## src/rtl/fetch_pkg.sv

```systemverilog
// Shared definitions for the fetch stage: FSM state encoding, default halt opcode and the
// IF/ID instruction word loaded on reset.
package fetch_pkg;

  typedef enum logic [2:0] {
    S_ISSUE,
    S_WAIT,
    S_DROP,
    S_HOLD,
    S_HALTED
  } fetch_state_t;

  localparam logic [3:0]  HALT_OPCODE_DEFAULT = 4'hF;
  localparam logic [15:0] IFID_RESET_WORD     = 16'h0000;

  function automatic logic is_halt(input logic [15:0] instr, input logic [3:0] opcode);
    return instr[15:12] == opcode;
  endfunction

endpackage

```

## src/rtl/pc_adder16.sv

```systemverilog
// 16-bit ripple-carry adder built from full-adder cells; the carry out of bit 15 is dropped,
// so the sum wraps modulo 2^16.
module pc_adder16 (
  input  logic [15:0] i_a,
  input  logic [15:0] i_b,
  output logic [15:0] o_sum
);

  logic [15:0] w_carry;

  assign w_carry[0] = 1'b0;

  genvar gi;
  for (gi = 0; gi < 16; gi++) begin : g_fa
    assign o_sum[gi] = i_a[gi] ^ i_b[gi] ^ w_carry[gi];
    if (gi < 15) begin : g_carry
      assign w_carry[gi+1] = (i_a[gi] & i_b[gi]) | (w_carry[gi] & (i_a[gi] ^ i_b[gi]));
    end
  end

endmodule

```

## src/rtl/fetch_stage.sv

```systemverilog
// Instruction-fetch stage: PC register, single-outstanding imem requests, IF/ID register.
// Define FETCH_PERF_EN to add saturating fetched/squashed performance counters.
module fetch_stage
  import fetch_pkg::*;
#(
  parameter logic [15:0] RESET_PC    = 16'h0000,
  parameter logic [3:0]  HALT_OPCODE = HALT_OPCODE_DEFAULT,
  parameter logic [15:0] PC_STEP     = 16'h0002
) (
  input  logic        i_clk,
  input  logic        i_rst,
  input  logic        i_stall,
  input  logic        i_flush,
  input  logic [15:0] i_branch_pc,
  output logic        o_imem_req,
  output logic [15:0] o_imem_addr,
  input  logic [15:0] i_imem_rdata,
  input  logic        i_imem_valid,
  output logic [15:0] o_ifid_instr,
  output logic [15:0] o_ifid_pc_plus2,
  output logic        o_ifid_valid,
  output logic [15:0] o_pc,
  output logic        o_halted
`ifdef FETCH_PERF_EN
  ,
  output logic [15:0] o_perf_fetched,
  output logic [15:0] o_perf_squashed
`endif
);

  fetch_state_t r_state;
  logic [15:0]  r_pc;
  logic [15:0]  r_buf;
  logic [15:0]  r_ifid_instr;
  logic [15:0]  r_ifid_pc_plus2;
  logic         r_ifid_valid;
  logic         r_halted;

  logic [15:0]  w_pc_next;
  logic [15:0]  w_deliver_data;
  logic         w_deliver;
  logic         w_deliver_halt;

  pc_adder16 u_pc_adder (
    .i_a   (r_pc),
    .i_b   (PC_STEP),
    .o_sum (w_pc_next)
  );

  // A word reaches IF/ID either straight from memory (WAIT) or from the holding buffer (HOLD).
  assign w_deliver_data = (r_state == S_HOLD) ? r_buf : i_imem_rdata;
  assign w_deliver      = !i_flush && !i_stall &&
                          (((r_state == S_WAIT) && i_imem_valid) || (r_state == S_HOLD));
  assign w_deliver_halt = is_halt(w_deliver_data, HALT_OPCODE);

  assign o_imem_req      = !i_rst && !i_flush && (r_state == S_ISSUE);
  assign o_imem_addr     = r_pc;
  assign o_ifid_instr    = r_ifid_instr;
  assign o_ifid_pc_plus2 = r_ifid_pc_plus2;
  assign o_ifid_valid    = r_ifid_valid;
  assign o_pc            = r_pc;
  assign o_halted        = r_halted;

  always_ff @(posedge i_clk or posedge i_rst) begin
    if (i_rst) begin
      r_state         <= S_ISSUE;
      r_pc            <= RESET_PC;
      r_buf           <= IFID_RESET_WORD;
      r_ifid_instr    <= IFID_RESET_WORD;
      r_ifid_pc_plus2 <= 16'h0000;
      r_ifid_valid    <= 1'b0;
      r_halted        <= 1'b0;
    end else begin
      // IF/ID: flush beats stall, stall beats delivery, otherwise a bubble.
      if (i_flush) begin
        r_ifid_valid <= 1'b0;
      end else if (!i_stall) begin
        r_ifid_valid <= w_deliver;
        if (w_deliver) begin
          r_ifid_instr    <= w_deliver_data;
          r_ifid_pc_plus2 <= w_pc_next;
        end
      end

      case (r_state)
        S_ISSUE: begin
          if (i_flush) r_pc <= i_branch_pc;
          else         r_state <= S_WAIT;
        end
        S_WAIT: begin
          if (i_flush) begin
            r_pc    <= i_branch_pc;
            r_state <= i_imem_valid ? S_ISSUE : S_DROP;
          end else if (i_imem_valid && i_stall) begin
            r_buf   <= i_imem_rdata;
            r_state <= S_HOLD;
          end
        end
        S_DROP: begin
          if (i_flush)      r_pc    <= i_branch_pc;
          if (i_imem_valid) r_state <= S_ISSUE;
        end
        S_HOLD: begin
          if (i_flush) begin
            r_buf   <= IFID_RESET_WORD;
            r_pc    <= i_branch_pc;
            r_state <= S_ISSUE;
          end
        end
        S_HALTED: begin
          if (i_flush) begin
            r_halted <= 1'b0;
            r_pc     <= i_branch_pc;
            r_state  <= S_ISSUE;
          end
        end
        default: r_state <= S_ISSUE;
      endcase

      // Delivery overrides the state-specific next state chosen above.
      if (w_deliver) begin
        r_pc     <= w_pc_next;
        r_state  <= w_deliver_halt ? S_HALTED : S_ISSUE;
        r_halted <= w_deliver_halt;
      end
    end
  end

`ifdef FETCH_PERF_EN
  logic [15:0] r_perf_fetched;
  logic [15:0] r_perf_squashed;
  logic        w_squash;

  // A flush squashes work when IF/ID is live or a response is still owed to this stage.
  assign w_squash = i_flush && (r_ifid_valid || (r_state == S_WAIT) || (r_state == S_HOLD));

  always_ff @(posedge i_clk or posedge i_rst) begin
    if (i_rst) begin
      r_perf_fetched  <= 16'h0000;
      r_perf_squashed <= 16'h0000;
    end else begin
      if (w_deliver && (r_perf_fetched != 16'hFFFF)) r_perf_fetched  <= r_perf_fetched + 16'h0001;
      if (w_squash && (r_perf_squashed != 16'hFFFF)) r_perf_squashed <= r_perf_squashed + 16'h0001;
    end
  end

  assign o_perf_fetched  = r_perf_fetched;
  assign o_perf_squashed = r_perf_squashed;
`endif

endmodule

```

## config.mk

```make
export PLATFORM = sky130hd
export DESIGN_NAME = fetch_stage
export DESIGN_NICKNAME = d
export VERILOG_FILES = /design/src/rtl/fetch_pkg.sv /design/src/rtl/pc_adder16.sv /design/src/rtl/fetch_stage.sv
export SDC_FILE = /design/constraint.sdc
export NUM_CORES = 1
export LEC_CHECK = 0
export BUFFER_PORTS_ARGS = -buffer_cell sky130_fd_sc_hd__buf_4
export CORE_MARGIN = 2
export CORE_UTILIZATION = 40
export CTS_BUF_LIST = sky130_fd_sc_hd__clkbuf_16
export DETAILED_ROUTE_END_ITERATION = 16
export SLEW_MARGIN = 25
export SYNTH_ARGS = -nofsm -noshare
export SYNTH_HDL_FRONTEND = slang
export SYNTH_SLANG_ARGS = --single-unit
export TNS_END_PERCENT = 20
```

## constraint.sdc

```tcl
create_clock -name i_clk -period 4.2 [get_ports i_clk]
set_input_delay 0.42 -clock i_clk [delete_from_list [all_inputs] [get_ports i_clk]]
set_output_delay 0.42 -clock i_clk [all_outputs]
set_load 0.03 [all_outputs]
```

==> summary.md <==
| Metric | Value |
|---|---|
| ANT cells | 0 |
| Clk Tree Root Cell | clkbuf_16 |
| Yosys reg bits | 69 |
| Drt first pass iters | 4 |
| Power per standard cell area | approximately 560 nW/um^2 |
| Post-cts hold buffer count | 0 |
| Post-route insts no fill | 491 |
| Warnings, synthesis | 0 |
| Fin Hold WS | 284 ps |
| Post-Syn Nets | 348 |
| R2R cell count | 15 |
| Starting density of the core | about two fifths |
| P_leak | 0.00236 uW |
| Fraction of the yosys area taken by sequential cells | 51.0% |
| Final core utilization | between 50 and 60% |
| Synth-to-Final Area Change | 28.9% |
| Antenna violations before repair | 0 |
| Worst-path cell chain | ha_1, ha_1, ha_1, ha_1, ha_1, ha_1, ha_1, ha_1, ha_1, ha_1, ha_1, ha_1, ha_1, a22o_1, mux2_4 |
| Worst reg-to-reg setup slack | 680 ps |
| Slew @ Worst Pin | 970 ps |
| CP endpoint kind | flip-flop |
| Mean Syn Cell Area | roughly 11 um^2 |
| Max cap viols | 0 |
| Worst skew pair latency | 330 ps |
| CTS tree | built |
| CP required | 4410 ps |
| Worst R2R Start | o_imem_addr[1] |
| First-pass GRT wire length | 11800 um |
| Share of post-route cells with drive strength above 1 | 36.8% |
| Post-DR wirelength/cell | 15.2 um |
| Largest net degree at the start of global routing | 54 |
| Die H | around 96 um |
| Slew Limit Headroom | a little over a third |
| Vias/cell | 5.10 |
| Final count of negative-setup-slack endpoints | 0 |
| Crit path top cell by count | ha_1 |
| Final WL | 7470 um |
| CP max-delay cell | dfrtp_1 |
| Final net count | 431 |
| Status | finished clean |
| Via count | roughly 2500 |
| Gate Count Post-Synth | about 300 |
| Port Buffer Count | 103 |
| GPL Wtd Cong | roughly 0.74 |
| Max-slew violations | 0 |
| Hold/Removal Path Class | input pin to asynchronous set/reset pin |
| Crit path kind | flip-flop to flip-flop |
| DRC violations left | 0 |
| Reg clk slew, reported paths | approximately 50 ps |
| Sum Neg Setup Slack | 0 ps |
| Io pins | between 100 and 150 |
| Tot GR Track Use | 17.0% |
| FMAX | 284 MHz |
| Worst R2R End | o_imem_addr[14] |
| CTS H-Tree Depth | 3 |
| Minimum clock period | 3520 ps |
| Final period util | 83.8% |
| Die area | between 9000 and 10000 um^2 |
| Largest fanout on the critical path | 6 |
| Iter 0 DRT Violations | 68 |
| Post-Syn Area | between 3000 and 4000 um^2 |
| Grt total ovfl | 0 |
| Endpoints failing hold | 0 |
| CTS Buf Count | 9 |
| Post-CTS setup buffer count | 0 |
| Clock Sinks | 69 |
| Critical path data arrival time | around 3700 ps |
| Peak VDD IR | about 240 uV |
| Max clock buf depth | 2 |
| Largest stage delay, worst path | 430 ps |
| CP Launch Type | flip-flop |
| Placed Cells | ~480 |
| Final HPWL DP | 5280 um |
| Setup Skew | around 5.2 ps |
| Vias in the first global route | 2380 |
| Row count | 33 |
| Core area | 8220 um^2 |
| Unrepaired setup endpoints after global routing | false |
| Chip width | 96 um |
| Distinct cell type count after synthesis | 36 |
| Resize count post-CTS | 0 |
| Post-route ant nets | 0 |
==> through the flow <==
stage          setup WS [ps]  power (uW)  area [um^2]
4_1_cts                  664        2460         4360
6_report                 679        2440         4360
3_3_place_gp             757        1710         4050
2_1_floorplan            709        1440         3390
3_5_place_dp             687        1720         4060
5_1_grt                  498        2560         4360
==> worst max-delay path: cells and delay by family (launching register included) <==
family          cells  cell delay, ps
compound gates      1             200
fa+ha+maj          13            2520
mux                 1             260
flops               1             430
==> layout make-up <==
cell class | count | area [um^2]
fillers | 761 | 3850
flip-flops and latches | 69 | 1730
multi-input cells | 192 | 1410
repair buffers | 105 | 792
clock buffers | 9 | 225
well taps | 105 | 131
clock inverters | 7 | 66.3
inverters | 4 | 15.0
==> power by group <==
group | leakage (uW) | total (uW) | switching, uW | internal (uW)
registers | 0.000890 | 935 | 110 | 825
logic | 0.00132 | 768 | 457 | 311
clock network | 0.000147 | 736 | 280 | 456
total | 0.00236 | 2440 | 848 | 1590
==> layer usage <==
metal | vias to the layer above | part of all wire [%] | global-route usage (%)
li1 | 1194 | - | -
met2 | 60 | 49 | 27.1
met4 | 0 | 1.6 | 6.43
met3 | 9 | 4.4 | 3.45
met1 | 1240 | 45 | 22.8
met5 | - | 0 | 0
==> placed cells by master, fill, tap and decap left out, types with 2 or more instances in the layout <==
master,count
a21oi_1,3
nand2b_1,2
buf_4,104
clkbuf_16,9
mux2_2,5
clkinv_2,3
inv_1,3
a22o_1,29
ha_1,13
nand4_1,2
nor3b_1,2
nand2_1,66
dfrtp_1,69
o21ai_0,22
clkinv_4,2
mux2_4,10
mux2i_1,18
nor2_1,4
==> cell usage after synthesis <==
| master | instances | area (um^2) |
|---|---|---|
| dfrtp_1 | 69 | 1730 |
| nand3_1 | 1 | 5.00 |
| nor4_1 | 1 | 6.26 |
| nor4_4 | 1 | 21.3 |
| buf_2 | 3 | 15.0 |
| nor2b_1 | 1 | 6.26 |
| o21a_1 | 1 | 7.51 |
| nand3b_1 | 1 | 7.51 |
| clkbuf_1 | 4 | 15.0 |
| o2bb2ai_1 | 1 | 8.76 |
| buf_8 | 1 | 15.0 |
| a2bb2oi_1 | 1 | 8.76 |
| a31oi_4 | 1 | 21.3 |
| nor2_4 | 1 | 11.3 |
| or3_1 | 1 | 6.26 |
| o21ba_4 | 1 | 16.3 |
| buf_6 | 3 | 33.8 |
| a31oi_1 | 1 | 6.26 |
| nand2_1 | 66 | 248 |
| nor3b_1 | 2 | 15.0 |
| and3_4 | 1 | 11.3 |
| nor2_1 | 4 | 15.0 |
| buf_4 | 21 | 158 |
| ha_1 | 13 | 163 |
| mux2i_1 | 18 | 180 |
| mux2_2 | 5 | 56.3 |
| xnor2_1 | 1 | 8.76 |
| a22o_1 | 29 | 254 |
| nand4_1 | 2 | 12.5 |
| o21ai_0 | 22 | 110 |
| mux2_4 | 10 | 150 |
| nand2b_1 | 2 | 12.5 |
| a221o_1 | 1 | 10.0 |
| clkbuf_8 | 1 | 13.8 |
| inv_1 | 4 | 15.0 |
| a21oi_1 | 3 | 15.0 |
==> state kept, by name (all words and copies together) (netlist names) <==
name and cells:
o_imem_addr 16, o_ifid_instr 16, r_buf 16, o_halted 1
r_state 3, o_ifid_pc_plus2 16, o_ifid_valid 1
==> logic make-up after synthesis <==
| logic type | count (synthesis) | share of synthesized area, % |
|---|---|---|
| adders and majority gates | 13 | 4.80 |
| DFF | 69 | 51.0 |
| buffers and inverters | 37 | 7.83 |
| muxes | 33 | 11.4 |
| AOI/OAI and AO/OA | 61 | 13.5 |
| and+or+nand+nor | 84 | 11.2 |
| xor gates and xnor gates | 1 | 0.259 |
==> worst max path at each step <==
stage                         from  cells past startpoint  slack, ps               to
floorplan           o_imem_addr[1]                     15        710  o_imem_addr[14]
global placement    o_imem_addr[1]                     15        760  o_imem_addr[14]
detailed placement  o_imem_addr[1]                     15        690  o_imem_addr[14]
CTS                 o_imem_addr[1]                     15        660  o_imem_addr[14]
global route        o_imem_addr[1]                     15        500  o_imem_addr[14]
finish              o_imem_addr[1]                     15        680  o_imem_addr[14]
Power figures use the tool's default switching activity.
